==> config.mk <==
export PLATFORM = sky130hd
export DESIGN_NAME = dac_spi_driver
export DESIGN_NICKNAME = d
export VERILOG_FILES = /design/src/rtl/dac_spi_pkg.sv /design/src/rtl/dac_sclk_gen.sv /design/src/rtl/dac_spi_driver.sv
export SDC_FILE = /design/constraint.sdc
export NUM_CORES = 1
export LEC_CHECK = 0
export ABC_AREA = 1
export BUFFER_PORTS_ARGS = -buffer_cell sky130_fd_sc_hd__buf_4
export CAP_MARGIN = 20
export CORE_MARGIN = 2
export CORE_UTILIZATION = 25
export CTS_CLUSTER_SIZE = 28
export DETAILED_ROUTE_END_ITERATION = 12
export PLACE_DENSITY = 0.38
export SYNTH_ARGS = -nofsm -noshare
export SYNTH_HDL_FRONTEND = slang
export SYNTH_SLANG_ARGS = --single-unit
==> constraint.sdc <==
create_clock -name clk -period 3.66 [get_ports clk]
set_input_delay 1.098 -clock clk [delete_from_list [all_inputs] [get_ports clk]]
set_output_delay 1.098 -clock clk [all_outputs]
set_load 0.05 [all_outputs]
==> src/rtl/dac_spi_pkg.sv <==
// Shared types and constants for the DAC SPI driver.
package dac_spi_pkg;

  typedef enum logic [1:0] {
    IDLE,
    SETUP,
    SHIFT,
    LATCH
  } state_t;

  localparam logic [3:0] CMD_WRITE_UPDATE = 4'b0011;
  localparam logic [3:0] CMD_POWER_DOWN   = 4'b0100;
  localparam int         FRAME_BITS       = 16;
  localparam int         DATA_BITS        = 12;

  function automatic logic [FRAME_BITS-1:0] build_frame(input logic                 power_down,
                                                        input logic [DATA_BITS-1:0] code);
    return power_down ? {CMD_POWER_DOWN, DATA_BITS'(0)} : {CMD_WRITE_UPDATE, code};
  endfunction

endpackage

==> src/rtl/dac_sclk_gen.sv <==
// Half-period timebase: tick on the last cycle of every CLK_DIV-cycle window.
module dac_sclk_gen
  import dac_spi_pkg::*;
#(
  parameter int CLK_DIV = 4
) (
  input  logic clk,
  input  logic rst,
  input  logic en,
  input  logic restart,
  output logic tick,
  output logic pre_tick
);

  localparam logic [7:0] CNT_LAST = 8'(CLK_DIV - 1);
  localparam logic [7:0] CNT_PRE  = 8'(CLK_DIV - 2);

  logic [7:0] cnt;

  always_ff @(posedge clk or posedge rst) begin
    if (rst) begin
      cnt <= '0;
    end else if (!en || restart || cnt == CNT_LAST) begin
      cnt <= '0;
    end else begin
      cnt <= cnt + 8'd1;
    end
  end

  assign tick     = en && (cnt == CNT_LAST);
  assign pre_tick = en && (cnt == CNT_PRE);

endmodule

==> src/rtl/dac_spi_driver.sv <==
// 16-bit SPI frame driver for a DAC: write/update or power-down, then LDAC strobe.
module dac_spi_driver
  import dac_spi_pkg::*;
#(
  parameter int CLK_DIV   = 4,
  parameter int DAC_WIDTH = 12
) (
  input  logic                 clk,
  input  logic                 rst,
  input  logic [DAC_WIDTH-1:0] dac_code,
  input  logic                 no_order,
  output logic                 sclk,
  output logic                 cs_n,
  output logic                 mosi,
  output logic                 ldac_n,
  output logic                 busy,
  output logic                 frame_done
);

  localparam logic [4:0] HALF_LAST = 5'(2 * FRAME_BITS - 1);

  state_t                 state, nstate;
  logic [DAC_WIDTH-1:0]   last_code;
  logic                   last_mode;
  logic                   pending;
  logic [FRAME_BITS-1:0]  shreg;
  logic [FRAME_BITS-1:0]  frame_in;
  logic [DATA_BITS-1:0]   code_data;
  logic [4:0]             half_cnt;
  logic                   tick, pre_tick;
  logic                   start, restart, last_half;

  assign code_data = DATA_BITS'(dac_code);
  assign frame_in  = build_frame(no_order, code_data);
  assign start     = (state == IDLE) &&
                     (pending || (dac_code != last_code) || (no_order != last_mode));
  assign last_half = (half_cnt == HALF_LAST);
  assign restart   = (nstate != state);

  dac_sclk_gen #(
    .CLK_DIV(CLK_DIV)
  ) u_sclk_gen (
    .clk     (clk),
    .rst     (rst),
    .en      (state != IDLE),
    .restart (restart),
    .tick    (tick),
    .pre_tick(pre_tick)
  );

  always_ff @(posedge clk or posedge rst) begin
    if (rst) state <= IDLE;
    else     state <= nstate;
  end

  always_comb begin
    nstate = state;
    unique case (state)
      IDLE:    if (start)              nstate = SETUP;
      SETUP:   if (tick)               nstate = SHIFT;
      SHIFT:   if (tick && last_half)  nstate = LATCH;
      LATCH:   if (tick)               nstate = IDLE;
      default:                         nstate = IDLE;
    endcase
  end

  always_ff @(posedge clk or posedge rst) begin
    if (rst) begin
      last_code <= '0;
      last_mode <= 1'b1;
      pending   <= 1'b1;
    end else if (start) begin
      last_code <= dac_code;
      last_mode <= no_order;
      pending   <= 1'b0;
    end
  end

  // Outputs are registered from next-state, so they line up with the state
  // they describe; frame_done is set one cycle early from pre_tick.
  always_ff @(posedge clk or posedge rst) begin
    if (rst) begin
      sclk       <= 1'b0;
      cs_n       <= 1'b1;
      mosi       <= 1'b0;
      ldac_n     <= 1'b1;
      busy       <= 1'b0;
      frame_done <= 1'b0;
      shreg      <= '0;
      half_cnt   <= '0;
    end else begin
      cs_n       <= !((nstate == SETUP) || (nstate == SHIFT));
      ldac_n     <= (nstate != LATCH);
      busy       <= (nstate != IDLE);
      frame_done <= (state == LATCH) && pre_tick;
      if (start) begin
        shreg    <= frame_in;
        mosi     <= frame_in[FRAME_BITS-1];
        sclk     <= 1'b0;
        half_cnt <= '0;
      end else if ((state == SHIFT) && tick && !last_half) begin
        half_cnt <= half_cnt + 5'd1;
        sclk     <= ~sclk;
        if (sclk) begin
          shreg <= {shreg[FRAME_BITS-2:0], 1'b0};
          mosi  <= shreg[FRAME_BITS-2];
        end
      end else if ((nstate != SETUP) && (nstate != SHIFT)) begin
        sclk     <= 1'b0;
        mosi     <= 1'b0;
        half_cnt <= '0;
      end
    end
  end

endmodule

## Word level (Yosys, flattened, before mapping)

Cells that the tools add are included.
W data, S select, Z words.

- Bits in registers: 50
- Logic and storage cells: 74
- Output and inout port bits: 6
- Input port bits: 15

- Multiplexer cells: 19
- Add/subtract/negate cells: 2
- Reduce and logical (&&, ||, !) cells: 24
- Bitwise operators: 1
- Eq/ne operators: 15

Operators by type and width:

| kind | count |
|---|---|
| $mux W15 | 4 |
| $eq A8 B2 Y1 const B | 2 |
| $mux W5 | 3 |
| $ne A12 B12 Y1 | 1 |
| $add A8 B1 Y8 const B | 1 |
| $logic_and A1 B1 Y1 | 8 |
| $mux W2 | 4 |
| $mux W8 | 1 |
| $pmux W2 S4 | 1 |
| $reduce_bool A2 Y1 | 4 |
| $eq A2 B2 Y1 const B | 3 |
| $mux W1 | 6 |
| $add A5 B1 Y5 const B | 1 |
| $eq A5 B5 Y1 const B | 1 |
| $logic_or A1 B1 Y1 | 5 |
| $eq A2 B1 Y1 const B | 2 |
| $ne A2 B2 Y1 const B | 2 |
| $reduce_and A2 Y1 | 2 |
| $logic_not A1 Y1 | 3 |
| $ne A3 B3 Y1 const B | 1 |
| $reduce_bool A3 Y1 | 1 |
| $logic_not A2 Y1 | 1 |
| $ne A2 B1 Y1 const B | 1 |
| $ne A2 B2 Y1 | 1 |
| 2 further kinds | 2 |

## Longest topological paths before layout

- Depth after elaboration: 11
- Gate-level depth with buffers: 14
- Depth with buffers taken out: 14

## Cells and area by module

From an unflattened synthesis, not the netlist that was laid out.

- Cells, all modules: 322
- Area, all modules: 2,567.5 um^2

Modules (own cells, without submodules):

| module | area each (um^2) | cells each | times used | seq. area each (um^2) |
|---|---|---|---|---|
| dac_spi_driver | 2,112.0 | 264 | 1 | 1,056.0 |
| dac_sclk_gen | 455.4 | 58 | 1 | 200.2 |

## Worst setup path before layout

No wires, ideal clock.

- Kind: input-to-reg
- From: input dac_code[8]
- To: register mosi
- Data required time: 3,541 ps
- Arrival: 2,269 ps
- Setup slack: 1,272 ps
- Path buffers: 0
- Cell stages on the path: 14
- Library setup time: 119 ps
- Path through: inv_1 -> nand2_1 -> nand2_1 -> nor2_1 -> nand2_1 -> nor2_2 -> nand3_1 -> nand2_1 -> inv_1 -> ha_1 -> nand3_2 -> nand2_1 -> nand2_1 -> nand2_1

- Longest elaborated chain between the ends: 10
- Elaborated cells on any way between the ends: 13
- Those cells by class: eq/ne: 4; mux: 3; reduce/logical: 6

Ends and longest elaborated chain:

| what | RTL line | RTL |
|---|---|---|
| from (decl) | dac_spi_driver.sv:10 | `input logic [DAC_WIDTH-1:0] dac_code,` |
| $ne A12 B12 Y1 (*) | dac_spi_driver.sv:36 | `(pending \|\| (dac_code != last_code) \|\| (no_order != last_mode));` |
| $logic_or A1 B1 Y1 (*) (2 in series) | dac_spi_driver.sv:36 |  |
| $logic_and A1 B1 Y1 (*) | dac_spi_driver.sv:35 | `assign start = (state == IDLE) &&` |
| $mux W2 (*) | dac_spi_driver.sv:59 | `IDLE: if (start) nstate = SETUP;` |
| $pmux W2 S4 (*) | dac_spi_driver.sv:58 | `unique case (state)` |
| named net nstate[0] | dac_spi_driver.sv:22 | `state_t state, nstate;` |
| $ne A2 B1 Y1 or $ne A2 B2 Y1 (tied branches) | dac_spi_driver.sv:108 | `end else if ((nstate != SETUP) && (nstate != SHIFT)) begin` |
| $logic_and A1 B1 Y1 (*) | dac_spi_driver.sv:108 |  |
| $reduce_bool A3 Y1 (no line) (*) | n/a |  |
| $reduce_and A2 Y1 (no line) (*) | n/a |  |
| to (signal assigned) | dac_spi_driver.sv:98 | `mosi <= frame_in[FRAME_BITS-1];` |
| to (signal assigned) | dac_spi_driver.sv:106 | `mosi <= shreg[FRAME_BITS-2];` |
| to (decl) | dac_spi_driver.sv:14 | `output logic mosi,` |

Mark *: on every way through the listed nets, which the timed path passes. The rest lies on a longest branch.
A chain may end at the register's enable or synchronous reset.

## Worst setup path after layout

- From: input no_order
- To: register half_cnt[1]

- Longest elaborated chain between the ends: 8
- Elaborated cells on any way between the ends: 10
- Those cells by class: eq/ne: 3; mux: 3; reduce/logical: 4

Ends and longest elaborated chain:

| what | RTL line | RTL |
|---|---|---|
| from (decl) | dac_spi_driver.sv:11 | `input logic no_order,` |
| $ne A1 B1 Y1 (*) | dac_spi_driver.sv:36 |  |
| $logic_or A1 B1 Y1 (*) | dac_spi_driver.sv:36 |  |
| $logic_and A1 B1 Y1 (*) | dac_spi_driver.sv:35 |  |
| $mux W2 (*) | dac_spi_driver.sv:59 |  |
| $pmux W2 S4 (*) | dac_spi_driver.sv:58 |  |
| named net nstate[0] | dac_spi_driver.sv:22 |  |
| $ne A2 B1 Y1 or $ne A2 B2 Y1 (tied branches) | dac_spi_driver.sv:108 |  |
| $logic_and A1 B1 Y1 (*) | dac_spi_driver.sv:108 |  |
| $reduce_bool A3 Y1 (no line) (*) | n/a |  |
| to (signal assigned) | dac_spi_driver.sv:102 | `half_cnt <= half_cnt + 5'd1;` |
| to (decl) | dac_spi_driver.sv:29 | `logic [4:0] half_cnt;` |

Marks and branches as above.

==> impl_metrics.tcl <==
set metrics [dict create \
    crit_required_ns 3.88 \
    rr_worst_depth 9 \
    cp_max_fo 13 \
    grt_pass1_vias 2057 \
    crit_path_top_delay_cell "ha_1" \
    tritoncts "done" \
    tightest_slew_ns 0.6278 \
    period_share_pct 69.23 \
    drt_iter0_drc 47 \
    overflow 0 \
    ir_drop_v 0.0001415 \
    gp_congestion 0.6951 \
    min_period_ns 2.534 \
    arrival_ns 2.76 \
    fin_ws_ns 1.126 \
    fin_nets 381 \
    max-slew-margin-rel_pct 58.10 \
    criticalPathCategory "in2reg" \
    initial_utilization_pct 25.57 \
    end_kind "register" \
    wire_per_inst_um 12.21 \
    die_area_um2 11350 \
    fin_cells 497 \
    rsz0062_at_grt "no" \
    htreeDepth 2 \
    dp_cells 489 \
    power_mw 1.147 \
    cp_cell_sequence "buf_4 > inv_1 > buf_4 > nand2_1 > nand3_1 > nor2_2 > nand3_1 > nand2_1 > inv_1 > ha_1 > nand3_2 > o21ai_0" \
    final_common_cell "nand2_1" \
    synthToLayoutAreaGrowth_pct 16.52 \
    syn_area_um2 2628 \
    drive_gt1_share_pct 13.85 \
    viasPerCell 4.219 \
    hp-class "reg2reg" \
    clock_sinks 50 \
    clockBufferDepth 2 \
    timing.rr.end "shreg[13]$_DFFE_PP0P_" \
    portBuffers 20 \
    yosys-top-cells-area "dfrtp_1, nand2_1, inv_1, dfstp_2, o21ai_0" \
    max_stage_delay_ns 0.31 \
    clkLatencyLatePin_ns 0.31 \
    tns_ns 0 \
    maxCapViolCount 0 \
    synth_cells 339 \
    via_count 2097 \
    synth-seq-cells 50 \
    drtPass1Iterations 4 \
    yosysWarnings 0 \
    drc 0 \
    dpl_worst_slack_ns 0.7382 \
    yosysSeqAreaShare_pct 47.81 \
    synth_top_cell_by_area "dfrtp_1" \
    finalSetupViolations 0 \
    endpoint "half_cnt[1]$_DFFE_PP0P_" \
    fmax_ghz 0.3947 \
    hold_buffers 0 \
    fin_area_um2 3062 \
    antenna_cells 0 \
    ys_types 31 \
    synth_area_per_cell_um2 7.751 \
    crit_start "no_order" \
    ant_nets 0 \
    wl_mm 6.070 \
    r2r-start "half_cnt[0]$_DFFE_PP0P_" \
    dieWidth_um 106.5 \
    synth_fp_nets 360 \
    die_h_um 106.5 \
    ios 21 \
    grt_max_degree 51 \
    p_leak_nw 1.578 \
    core_um2 10280 \
    place_area_um2 2919 \
    hpwl_mm 4.185 \
    final_max_slew_viol_count 0 \
    fin_util_pct 29.79 \
    cts_resized 0 \
    antenna_found_initial 0 \
    power.density_nw_per_um2 374.7 \
    grt_pass1_wl_mm 10.49 \
    groute.usage.overall_pct 11.80 \
    cts_setup_buffers 0 \
    synthDominantCellAreaShare_pct 43.81 \
    hold_violations 0 \
    clk_pin_slew_ns 0.10 \
    skew_ns 0.006039 \
    row_count 37 \
    cts_root_buffer "clkbuf_8" \
    worstSetupStartpointType "primary input" \
    whs_ns 0.4763 \
    final_cell_mix "nand2_1, inv_1, dfrtp_1" \
    status "finished clean" \
    reg2reg_slack_ns 1.48 \
    cts_buffers 5 \
]
==> layer usage <==
layer  vias up  track usage [%]  share of wire [%]
li1       1097                -                  -
met1       976            16.18                 50
met2        17            18.77                 46
met3         7            2.207                2.3
met4         0            3.896                1.5
met5         -                0                  0
==> cell families (layout without fill, tap and decap cells) <==
family	after synthesis	after routing	synth area share, %
buffers and inverters	61	83	10.05
flip-flops	50	50	47.81
adder cells (fa/ha/maj)	6	6	2.857
XOR/XNOR	3	3	1.000
AND/OR/NAND/NOR	166	166	26.33
AO/OA/AOI/OAI	53	53	11.95
==> critical path: cells and delay by family <==
| kind | cells | cell delay [ns] |
|---|---|---|
| simple gates | 6 | 0.75 |
| buf+inv | 4 | 0.36 |
| compound gates | 1 | 0.23 |
| fa+ha+maj | 1 | 0.31 |
==> flip-flops by register name, indices dropped and copies added (netlist names) <==
name and count:
pending 1, cs_n 1, last_code 12, sclk 1, u_sclk_gen.cnt 8, shreg 15
frame_done 1, state 2, ldac_n 1, half_cnt 5, busy 1, last_mode 1
mosi 1
==> Yosys cell counts <==
| cell | instances |
|---|---|
| a21oi_1 | 7 |
| buf_2 | 3 |
| buf_4 | 2 |
| buf_6 | 3 |
| clkbuf_1 | 2 |
| clkinv_2 | 1 |
| dfrtp_1 | 46 |
| dfstp_2 | 4 |
| ha_1 | 6 |
| inv_1 | 48 |
| inv_2 | 2 |
| nand2_1 | 115 |
| nand2_2 | 1 |
| nand2_4 | 2 |
| nand3_1 | 12 |
| nand3_2 | 2 |
| nand4_1 | 1 |
| nor2_1 | 22 |
| nor2_2 | 3 |
| nor3_1 | 5 |
| nor4_1 | 1 |
| o211ai_1 | 13 |
| o21a_1 | 1 |
| o21ai_0 | 20 |
| o21ai_1 | 9 |
| o21ai_4 | 1 |
| o22ai_1 | 2 |
| or2_0 | 1 |
| or2_2 | 1 |
| xnor2_1 | 1 |
| xor2_1 | 2 |
==> worst min path at each step <==
stage                                   start                  end  slack [ns]  cells past startpoint
final                     pending$_DFFE_PP1N_  pending$_DFFE_PP1N_        0.48                      2
after CTS                 pending$_DFFE_PP1N_  pending$_DFFE_PP1N_        0.48                      2
after global routing      pending$_DFFE_PP1N_  pending$_DFFE_PP1N_        0.50                      2
after floorplan           pending$_DFFE_PP1N_  pending$_DFFE_PP1N_        0.44                      2
after detailed placement  pending$_DFFE_PP1N_  pending$_DFFE_PP1N_        0.47                      2
after global placement    pending$_DFFE_PP1N_  pending$_DFFE_PP1N_        0.46                      2
==> layout make-up <==
cell class                      count  area, um^2
Timing Repair Buffer               24       192.7
Inverter                           51       192.7
Clock buffer                        6       82.58
Tap cell                          136       170.2
Multi-Input combinational cell    228        1107
Sequential cell                    50        1256
Fill cell                        1158        7216
Clock inverter                      2       60.06
==> power breakdown <==
part           total [mW]  internal (mW)  switching [mW]
clock               0.492          0.292           0.200
combinational      0.0806         0.0326          0.0480
sequential          0.574          0.566         0.00814
total                1.15          0.890           0.257
Note: power is estimated with default switching activity, not from simulation.
